[src/rtl/lcd12864_ctrl_if.sv]
// Host-side frame-buffer write bus for lcd12864_ctrl.
// The host drives one byte per clk. The controller only ever listens.
interface lcd12864_ctrl_if;
    logic       wr_en;
    logic [5:0] wr_addr;   // {row[1:0], col[3:0]}
    logic [7:0] wr_data;   // character code

    modport master (output wr_en, wr_addr, wr_data);
    modport slave  (input  wr_en, wr_addr, wr_data);
endinterface

[src/rtl/lcd12864_ctrl.sv]
// ST7920 (LCD12864) character-mode controller in 8-bit parallel, write-only mode.
// - Paces one LCD transaction per period of the slow lcd_clk strobe:
//     * lcd_en rises with new RS/DB on the synchronised rising edge.
//     * lcd_en falls on the synchronised falling edge.
// - Sends the init commands once. It then streams the 4x16 frame buffer row by row.
//   Each row is preceded by its DDRAM address command.
// - Build option LCD12864_INIT_CLEAR_EN:
//     * Defined: the display-clear command (0x01) is part of init.
//     * Undefined (default): init is 0x30, 0x0C, 0x06.
module lcd12864_ctrl #(
    parameter int REFRESH_LOOP = 1      // 1: refresh forever, 0: stop after first frame
) (
    input  logic           clk,
    input  logic           rst_n,
    input  logic           lcd_clk,
    lcd12864_ctrl_if.slave host,
    output logic           lcd_rs,
    output logic           lcd_rw,
    output logic           lcd_en,
    output logic [7:0]     lcd_data,
    output logic           lcd_psb,
    output logic           busy,
    output logic           frame_done
);

`ifdef LCD12864_INIT_CLEAR_EN
    localparam logic [1:0]      INIT_LAST = 2'd3;
    localparam logic [3:0][7:0] INIT_CMDS = {8'h06, 8'h01, 8'h0C, 8'h30};
`else
    localparam logic [1:0]      INIT_LAST = 2'd2;
    localparam logic [3:0][7:0] INIT_CMDS = {8'h00, 8'h06, 8'h0C, 8'h30};
`endif

    typedef enum logic [2:0] {
        S_IDLE,
        S_INIT,
        S_ROW_ADDR,
        S_DATA,
        S_DONE
    } state_t;

    state_t     r_state, w_state_nx;
    logic [1:0] r_row, w_row_nx;
    logic [3:0] r_col, w_col_nx;
    logic [1:0] r_init_idx, w_init_idx_nx;
    logic       r_rs, w_rs_nx;
    logic       r_en, w_en_nx;
    logic [7:0] r_data, w_data_nx;
    logic       r_busy, w_busy_nx;
    logic       r_frame_done, w_frame_done_nx;
    // The last byte of a frame is in flight. frame_done fires when it ends.
    logic       r_frame_end, w_frame_end_nx;

    logic [7:0] r_buf [0:63];

    logic       r_sync1, r_sync2, r_sync_q;
    logic       w_rise_tick, w_fall_tick;

    // DDRAM start address of each text row. Rows 2/3 continue rows 0/1 in ST7920 memory.
    function automatic logic [7:0] row_cmd(input logic [1:0] row);
        case (row)
            2'd0:    row_cmd = 8'h80;
            2'd1:    row_cmd = 8'h90;
            2'd2:    row_cmd = 8'h88;
            default: row_cmd = 8'h98;
        endcase
    endfunction

    // Bring lcd_clk into the clk domain. Keep one more stage of history for edge detection.
    always_ff @(posedge clk or negedge rst_n) begin
        if (!rst_n) begin
            r_sync1  <= 1'b0;
            r_sync2  <= 1'b0;
            r_sync_q <= 1'b0;
        end else begin
            r_sync1  <= lcd_clk;
            r_sync2  <= r_sync1;
            r_sync_q <= r_sync2;
        end
    end

    assign w_rise_tick = r_sync2 & ~r_sync_q;
    assign w_fall_tick = ~r_sync2 & r_sync_q;

    // Frame buffer: host writes land in any state. Reset blanks the screen to spaces.
    always_ff @(posedge clk or negedge rst_n) begin
        if (!rst_n) begin
            for (int i = 0; i < 64; i++) r_buf[i] <= 8'h20;
        end else if (host.wr_en) begin
            r_buf[host.wr_addr] <= host.wr_data;
        end
    end

    // Sequencer: a rising tick launches a transaction, and a falling tick closes it.
    always_comb begin
        w_state_nx      = r_state;
        w_row_nx        = r_row;
        w_col_nx        = r_col;
        w_init_idx_nx   = r_init_idx;
        w_rs_nx         = r_rs;
        w_en_nx         = r_en;
        w_data_nx       = r_data;
        w_busy_nx       = r_busy;
        w_frame_done_nx = 1'b0;
        w_frame_end_nx  = r_frame_end;

        if (w_fall_tick) begin
            w_en_nx = 1'b0;
            if (r_frame_end) begin
                w_frame_end_nx  = 1'b0;
                w_frame_done_nx = 1'b1;
                // A single-shot build parks only after the last strobe has closed.
                if (REFRESH_LOOP == 0) begin
                    w_state_nx = S_DONE;
                    w_busy_nx  = 1'b0;
                end
            end
        end else if (w_rise_tick) begin
            case (r_state)
                S_IDLE: begin
                    w_rs_nx       = 1'b0;
                    w_data_nx     = INIT_CMDS[0];
                    w_en_nx       = 1'b1;
                    w_busy_nx     = 1'b1;
                    w_init_idx_nx = 2'd1;
                    w_state_nx    = S_INIT;
                end
                S_INIT: begin
                    w_rs_nx   = 1'b0;
                    w_data_nx = INIT_CMDS[r_init_idx];
                    w_en_nx   = 1'b1;
                    if (r_init_idx == INIT_LAST) w_state_nx = S_ROW_ADDR;
                    else                         w_init_idx_nx = r_init_idx + 2'd1;
                end
                S_ROW_ADDR: begin
                    w_rs_nx    = 1'b0;
                    w_data_nx  = row_cmd(r_row);
                    w_en_nx    = 1'b1;
                    w_col_nx   = 4'd0;
                    w_state_nx = S_DATA;
                end
                S_DATA: begin
                    // Sampled on this edge, so a same-edge host write shows up one frame later.
                    w_rs_nx   = 1'b1;
                    w_data_nx = r_buf[{r_row, r_col}];
                    w_en_nx   = 1'b1;
                    if (r_col == 4'd15) begin
                        w_col_nx   = 4'd0;
                        w_row_nx   = r_row + 2'd1;
                        w_state_nx = S_ROW_ADDR;
                        if (r_row == 2'd3) w_frame_end_nx = 1'b1;
                    end else begin
                        w_col_nx = r_col + 4'd1;
                    end
                end
                default: ;  // S_DONE ignores the strobe until reset
            endcase
        end
    end

    // State and output registers. Async reset clears lcd_en without waiting for clk.
    always_ff @(posedge clk or negedge rst_n) begin
        if (!rst_n) begin
            r_state      <= S_IDLE;
            r_row        <= 2'd0;
            r_col        <= 4'd0;
            r_init_idx   <= 2'd0;
            r_rs         <= 1'b0;
            r_en         <= 1'b0;
            r_data       <= 8'h00;
            r_busy       <= 1'b0;
            r_frame_done <= 1'b0;
            r_frame_end  <= 1'b0;
        end else begin
            r_state      <= w_state_nx;
            r_row        <= w_row_nx;
            r_col        <= w_col_nx;
            r_init_idx   <= w_init_idx_nx;
            r_rs         <= w_rs_nx;
            r_en         <= w_en_nx;
            r_data       <= w_data_nx;
            r_busy       <= w_busy_nx;
            r_frame_done <= w_frame_done_nx;
            r_frame_end  <= w_frame_end_nx;
        end
    end

    assign lcd_rs     = r_rs;
    assign lcd_rw     = 1'b0;
    assign lcd_en     = r_en;
    assign lcd_data   = r_data;
    assign lcd_psb    = 1'b1;
    assign busy       = r_busy;
    assign frame_done = r_frame_done;

endmodule

[src/flat_wrapper.sv]
// flat-port wrapper written by rule: the top's interface ports become plain ports
module lcd12864_ctrl_flat 
#(
    parameter int REFRESH_LOOP = 1                                                      
)
  (clk, rst_n, lcd_clk, lcd_rs, lcd_rw, lcd_en, lcd_data, lcd_psb, busy, frame_done, host_wr_en, host_wr_addr, host_wr_data);
  lcd12864_ctrl_if host_i ();
  input  logic clk;
  input  logic rst_n;
  input  logic lcd_clk;
  output logic lcd_rs;
  output logic lcd_rw;
  output logic lcd_en;
  output logic [7:0] lcd_data;
  output logic lcd_psb;
  output logic busy;
  output logic frame_done;
  input wire logic [$bits(host_i.wr_en)-1:0] host_wr_en;
  input wire logic [$bits(host_i.wr_addr)-1:0] host_wr_addr;
  input wire logic [$bits(host_i.wr_data)-1:0] host_wr_data;
  assign host_i.wr_en = host_wr_en;
  assign host_i.wr_addr = host_wr_addr;
  assign host_i.wr_data = host_wr_data;
  lcd12864_ctrl #(.REFRESH_LOOP(REFRESH_LOOP)) u_core (.clk(clk), .rst_n(rst_n), .lcd_clk(lcd_clk), .host(host_i), .lcd_rs(lcd_rs), .lcd_rw(lcd_rw), .lcd_en(lcd_en), .lcd_data(lcd_data), .lcd_psb(lcd_psb), .busy(busy), .frame_done(frame_done));
endmodule
[config.mk]
export PLATFORM = sky130hd
export DESIGN_NAME = lcd12864_ctrl_flat
export DESIGN_NICKNAME = d
export VERILOG_FILES = /design/src/rtl/lcd12864_ctrl_if.sv /design/src/rtl/lcd12864_ctrl.sv /design/src/flat_wrapper.sv
export SDC_FILE = /design/constraint.sdc
export NUM_CORES = 1
export LEC_CHECK = 0
export BUFFER_PORTS_ARGS = -buffer_cell sky130_fd_sc_hd__buf_2
export CELL_PAD_IN_SITES_DETAIL_PLACEMENT = 1
export CELL_PAD_IN_SITES_GLOBAL_PLACEMENT = 2
export CORE_ASPECT_RATIO = 0.6
export CORE_UTILIZATION = 43
export CTS_CLUSTER_DIAMETER = 200
export CTS_CLUSTER_SIZE = 24
export DETAILED_ROUTE_END_ITERATION = 8
export HOLD_SLACK_MARGIN = 0.1
export PLACE_DENSITY_LB_ADDON = 0.1
export SYNTH_ARGS = -nofsm -noshare
export SYNTH_HDL_FRONTEND = slang
export SYNTH_SLANG_ARGS = --single-unit
[constraint.sdc]
create_clock -name clk -period 2.3 [get_ports clk]
set_input_delay 0.46 -clock clk [delete_from_list [all_inputs] [get_ports clk]]
set_output_delay 0.46 -clock clk [all_outputs]
set_load 0.01 [all_outputs]
-- After elaboration in Yosys (flattened, before gate mapping)
Index checks and enable logic that the tools add are counted.
- logic and storage cells: 153
- flip-flop bits (word level): 539
- RAM bits: 0
- latch bits: 0
- bits in read-only memories: 0
- memories: 0
- output and inout port bits: 14
- order comparisons: 4
- reduce and logical (&&, ||, !) cells: 23
- bitwise logic cells: 7
- shift operators: 0
- add/subtract/negate cells: 3
- divide/modulo/power cells: 0
- muxes and demuxes: 28
- equal/unequal tests: 11
- multiply operators: 0
- operators by type and width (cell ; number):
    $bwmux 512 ; 1
    $bmux 8 s6 ; 1
    $demux 8 s6 ; 1
    $mux 8 ; 4
    $pmux 8 s4 ; 1
    $bmux 8 s2 ; 1
    $reduce_bool 2->1 ; 8
    $pmux 5 s3 ; 1
    $ge 7x7->1 const B ; 2
    $not 6->7 ; 2
    $pmux 3 s4 ; 1
    $reduce_and 3->1 ; 4
    $reduce_and 4->1 ; 3
    $mux 1 ; 10
    $pmux 4 s2 ; 1
    $lt 7x1->1 const B ; 1
    $eq 2x2->1 const B ; 3
    $eq 3x2->1 const B ; 2
    $mux 3 ; 2
    $reduce_and 5->1 ; 1
    $add 2x1->2 const B ; 2
    $add 4x1->4 const B ; 1
    $eq 4x4->1 const B ; 1
    $mux 4 ; 1
    17 further kinds ; 21

-- Logic depth before layout (Yosys ltp)
- word-level depth: 6
- depth in mapped cells: 10

-- Least setup slack after synthesis
OpenSTA, ideal clock, no wires.
- path kind: reg2reg
- start point: reg u_core.r_col[1]
- end point: reg u_core.r_data[0] (netlist: u_core.lcd_data[0])
- arrival time: 2.024 ns
- path slack: 0.152 ns
- stages on the path, launching flop included: 8
- data required time: 2.176 ns
- setup time: 0.124 ns
- cells stage by stage: dfrtp_1 > buf_4 > buf_2 > mux4_2 > mux4_2 > nor2_1 > nor4_1 > a211o_1
- cells in the longest elaborated chain, start to end: 5
- RTL lines (what ; RTL line ; source):
    start, declared ; lcd12864_ctrl.sv:44 ; logic [3:0] r_col, w_col_nx;
    start signal, assigned ; lcd12864_ctrl.sv:177 ; r_col <= w_col_nx;
    $not 6->7 (not written as such) ; lcd12864_ctrl.sv:145 ; w_data_nx = r_buf[{r_row, r_col}];
    $bmux 8 s6 ; lcd12864_ctrl.sv:145 ;
    $mux 8 (not written as such) (2 in a row) ; lcd12864_ctrl.sv:145 ;
    $pmux 8 s4 ; lcd12864_ctrl.sv:119 ; case (r_state)
    end signal, assigned ; lcd12864_ctrl.sv:181 ; r_data <= w_data_nx;
    end, declared ; lcd12864_ctrl.sv:48 ; logic [7:0] r_data, w_data_nx;
Every way passes these cells. The select of a mux whose other input is x is not followed.
A chain may end at the register's enable or synchronous reset.

-- Worst setup path in the final report
- start point: reg u_core.r_col[0]
- end point: reg u_core.r_data[6] (netlist: u_core.lcd_data[6])
Same word-level chain as after synthesis.

==> flow_metrics.py <==
metrics = {
    "run_status": {
        "status": "finished with violations",
        "violations": "negative setup slack",
    },
    "grt": {
        "antenna_found_initial": 3,
        "grt_usage": 0.2556,
        "grt_pass1_vias": 16144,
        "gr-total-overflow": 0,
        "grt_pass1_wl_mm": 111.6,
        "grt_start_max_net_pins": 101,
    },
    "timing": {
        "tightest_slew_ns": 1.133,
        "post-route-period-util": 1.081,
        "final-hold-violation-count": 0,
        "worst_slack_ns": -0.1866,
        "setup_violations": 7,
        "finalCriticalPeriod_ns": 2.487,
        "slew_headroom": 0.2446,
        "finClkSkew_ns": 0.02541,
        "drv_slew": 0,
        "fmax_ghz": 0.4022,
        "fin_tns_setup_ns": -0.9283,
        "rsz0062_at_grt": "yes",
        "whs_ns": 0.3016,
    },
    "routing": {
        "dr_wl_met2_mm": 31.70,
        "wl_per_cell_um": 28.90,
        "highest_layer": "met5",
        "wl_met3_mm": 4.264,
        "drt-met1-wl_mm": 36.97,
        "vias": 15128,
        "vias_per_cell": 5.893,
        "routed_wl_mm": 74.19,
        "drc": 0,
        "drt_iter0_drc": 1155,
        "drtAntennaViolNets": 0,
        "drt_first_pass_iters": 5,
    },
    "floorplanning": {
        "die_x_um": 312.8,
        "ios": 32,
        "initial_core_util": 0.4411,
        "core_area_um2": 56500,
        "die_area_um2": 58950,
        "die_y_um": 188.5,
        "num_rows": 67,
    },
    "logic_synthesis": {
        "ys_ff_latch": 538,
        "synthArstFlopShare": 1.000,
        "synth_area_um2": 24920,
        "synth_edf_count": 0,
        "ys_seq_area_frac": 0.5435,
        "syn_area_per_cell_um2": 15.10,
        "synth_cell_types": 55,
        "yosys_warnings": 0,
        "syn_nets": 1683,
        "synthCells": 1650,
        "ys_dominant_reg_cell": "dfrtp_1",
    },
    "final_layout": {
        "drive_gt1_frac": 0.5573,
        "final_nets": 1820,
        "fin_cells": 2567,
        "multi_input_area_um2": 10850,
        "nFillCells": 5433,
        "regArea_um2": 13550,
        "syn_to_final_growth_pct": 14.25,
    },
    "setup_path": {
        "path_delay_family": "multiplexers",
        "crit_fanout": 10,
        "end_kind": "flip-flop",
        "critical_path.max_stage_delay_ns": 0.56,
        "reg2reg_from": "u_core.r_col[0]$_DFFE_PN0P_",
        "crit_buf_inv": 4,
        "rr_endpoint": "u_core.lcd_data[6]$_DFFE_PN0P_",
        "critPathKind": "reg2reg",
        "crit_required_ns": 2.79,
        "worstPathCellList": "buf_4 -> buf_12 -> buf_12 -> mux4_2 -> mux4_2 -> mux2i_1 -> buf_4 -> o21ai_1",
        "cp-start-kind": "flip-flop",
        "ff2ff_path_depth": 8,
        "worstPathArrival_ns": 2.97,
        "r2r_slack_ns": -0.19,
        "cp_slowest_cell": "mux4_2",
    },
    "clocking": {
        "cts_sinks": 538,
        "cts_buffers": 26,
        "cts_tree": "built",
        "cts_buffer_depth": 3,
        "cts_root_buf": "clkbuf_16",
        "clk_pin_slew_worst_paths_ns": 0.11,
        "cts_max_level": 1,
        "clkLatencyLatePin_ns": 0.60,
    },
    "placement": {
        "gp_congestion": 0.8930,
        "dp_hpwl_mm": 50.43,
        "port_buffers": 29,
        "pre_cts_ws_ns": -0.2183,
        "place_inst": 2497,
    },
    "hold_path": {
        "worstHoldPathType": "in2async",
    },
    "power_and_ir_drop": {
        "p_leak_nw": 12.71,
        "p_per_area_nw_per_um2": 918.6,
        "totalPowerFinal_mw": 26.16,
        "vdd_drop_max_mv": 0.5968,
    },
    "run": {
        "drv_cap": 0,
    },
}
[metal layers]
layer  vias to the layer above  global-route usage
li1                       6333                   -
met1                      8346              0.3991
met2                       365              0.3680
met3                        82             0.05855
met4                         2             0.03790
met5                         -                   0
[through the flow]
stage | area, um2 | util
2_1_floorplan | 24920 | -
3_3_place_gp | 27280 | 0.4828
3_5_place_dp | 27280 | 0.4828
4_1_cts | 28200 | 0.4991
5_1_grt | 28470 | 0.5039
6_report | 28470 | 0.5039
[worst max-delay path by stage]
stage | slack [ns] | depth (start not counted) | to | startpoint
3_3_place_gp | -0.19 | 7 | u_core.lcd_data[4]$_DFFE_PN0P_ | u_core.r_col[0]$_DFFE_PN0P_
2_1_floorplan | 0.15 | 7 | u_core.lcd_data[0]$_DFFE_PN0P_ | u_core.r_col[1]$_DFFE_PN0P_
4_1_cts | -0.17 | 7 | u_core.lcd_data[6]$_DFFE_PN0P_ | u_core.r_col[0]$_DFFE_PN0P_
6_report | -0.19 | 8 | u_core.lcd_data[6]$_DFFE_PN0P_ | u_core.r_col[0]$_DFFE_PN0P_
3_5_place_dp | -0.22 | 7 | u_core.lcd_data[4]$_DFFE_PN0P_ | u_core.r_col[0]$_DFFE_PN0P_
5_1_grt | -0.24 | 8 | u_core.lcd_data[6]$_DFFE_PN0P_ | u_core.r_col[0]$_DFFE_PN0P_
[state kept, by name, summed over array words and instances (netlist names)]
name                flops
u_core.lcd_data         8
u_core.r_row            2
u_core.busy             1
u_core.r_init_idx       2
u_core.r_buf          512
u_core.r_sync1          1
u_core.lcd_rs           1
u_core.frame_done       1
u_core.r_frame_end      1
u_core.r_sync_q         1
u_core.r_sync2          1
u_core.r_state          2
u_core.r_col            4
u_core.lcd_en           1
[cell type report]
cell class | instances | share of cell area
sequential | 538 | 0.4760
multi-input combinational | 976 | 0.3812
timing repair buffer | 233 | 0.08090
tap | 759 | 0.03335
clock buffer | 47 | 0.02637
inverter | 12 | 0.001582
clock inverter | 1 | 0.0005713
antenna | 1 | 0.00008789
[placed cells by master (no fill, tap or decap), types with 3 or more instances in the layout]
master / Yosys / final
nand2_1: 71 / 70
or3_1: 3 / 3
ha_1: 15 / 15
buf_4: 13 / 152
and2_1: 7 / 7
nand3_1: 15 / 14
buf_2: 13 / 28
clkbuf_16: 0 / 31
nor2b_1: 13 / 11
buf_12: 0 / 38
mux2i_1: 32 / 31
inv_1: 10 / 10
mux4_2: 131 / 131
a21oi_1: 18 / 15
a211oi_2: 0 / 3
nand4_1: 6 / 6
nor2_2: 11 / 13
a211oi_1: 7 / 4
o21ai_0: 17 / 16
nor2_1: 50 / 48
dfrtp_1: 474 / 471
dfstp_2: 64 / 64
nand3b_1: 3 / 3
clkbuf_1: 78 / 20
a31oi_1: 8 / 7
mux2_2: 516 / 515
nor3_1: 4 / 3
a22oi_1: 9 / 9
buf_6: 8 / 5
[timing repair]
action                                  CTS  global route
buffers inserted                          5            11
pin swaps                                 0             9
hold buffers                              2             0
endpoints found under the hold margin   133             0
resized for setup                        22            18
endpoints found under the setup margin   10            10
cloned                                    0             4
[cells by family (layout without fill, tap and decap cells)]
| group | after synthesis | count (layout) | share of synthesized area |
|---|---|---|---|
| XOR/XNOR | 1 | 1 | 0.0003515 |
| adder cells (fa/ha/maj) | 15 | 15 | 0.007531 |
| multiplexers | 679 | 679 | 0.3644 |
| flip-flops | 538 | 538 | 0.5435 |
| AND/OR/NAND/NOR | 196 | 196 | 0.03655 |
| buffers and inverters | 136 | 293 | 0.02551 |
| other | 2 | 3 | 0.0003014 |
| AO/OA/AOI/OAI | 83 | 83 | 0.02189 |
[where the power goes]
group | switching, mW | internal [mW] | total (mW)
combinational | 4.30 | 4.73 | 9.03
clock | 3.14 | 2.25 | 5.38
sequential | 0.857 | 10.9 | 11.7
total | 8.29 | 17.9 | 26.2
[synthesized netlist by cell type, drive strengths merged, types with 3 or more instances]
master	number	area [um2]
nand3b	3	22.52
mux2i	32	320.3
o311ai	3	26.28
nand3	15	75.07
a31oi	8	50.05
nor3	4	20.02
nor2	61	256.5
mux2	516	5811
clkbuf	78	292.8
or3	3	18.77
inv	11	41.29
dfstp	64	1682
nand2	71	266.5
a21oi	18	90.09
mux4	131	2950
o21ai	19	95.09
dfrtp	474	11860
a22oi	9	67.56
nand4	6	37.54
ha	15	187.7
a211oi	7	52.55
and2	9	56.30
nor2b	13	81.33
buf	46	297.8
[worst register-to-register path: cells and delay by family (launching register included)]
kind                   cells  cell delay, ns
flip-flops                 1            0.43
buffers and inverters      4            0.62
AO/OA/AOI/OAI              1            0.05
multiplexers               3            1.27
Note: power is estimated with default switching activity, not from simulation.
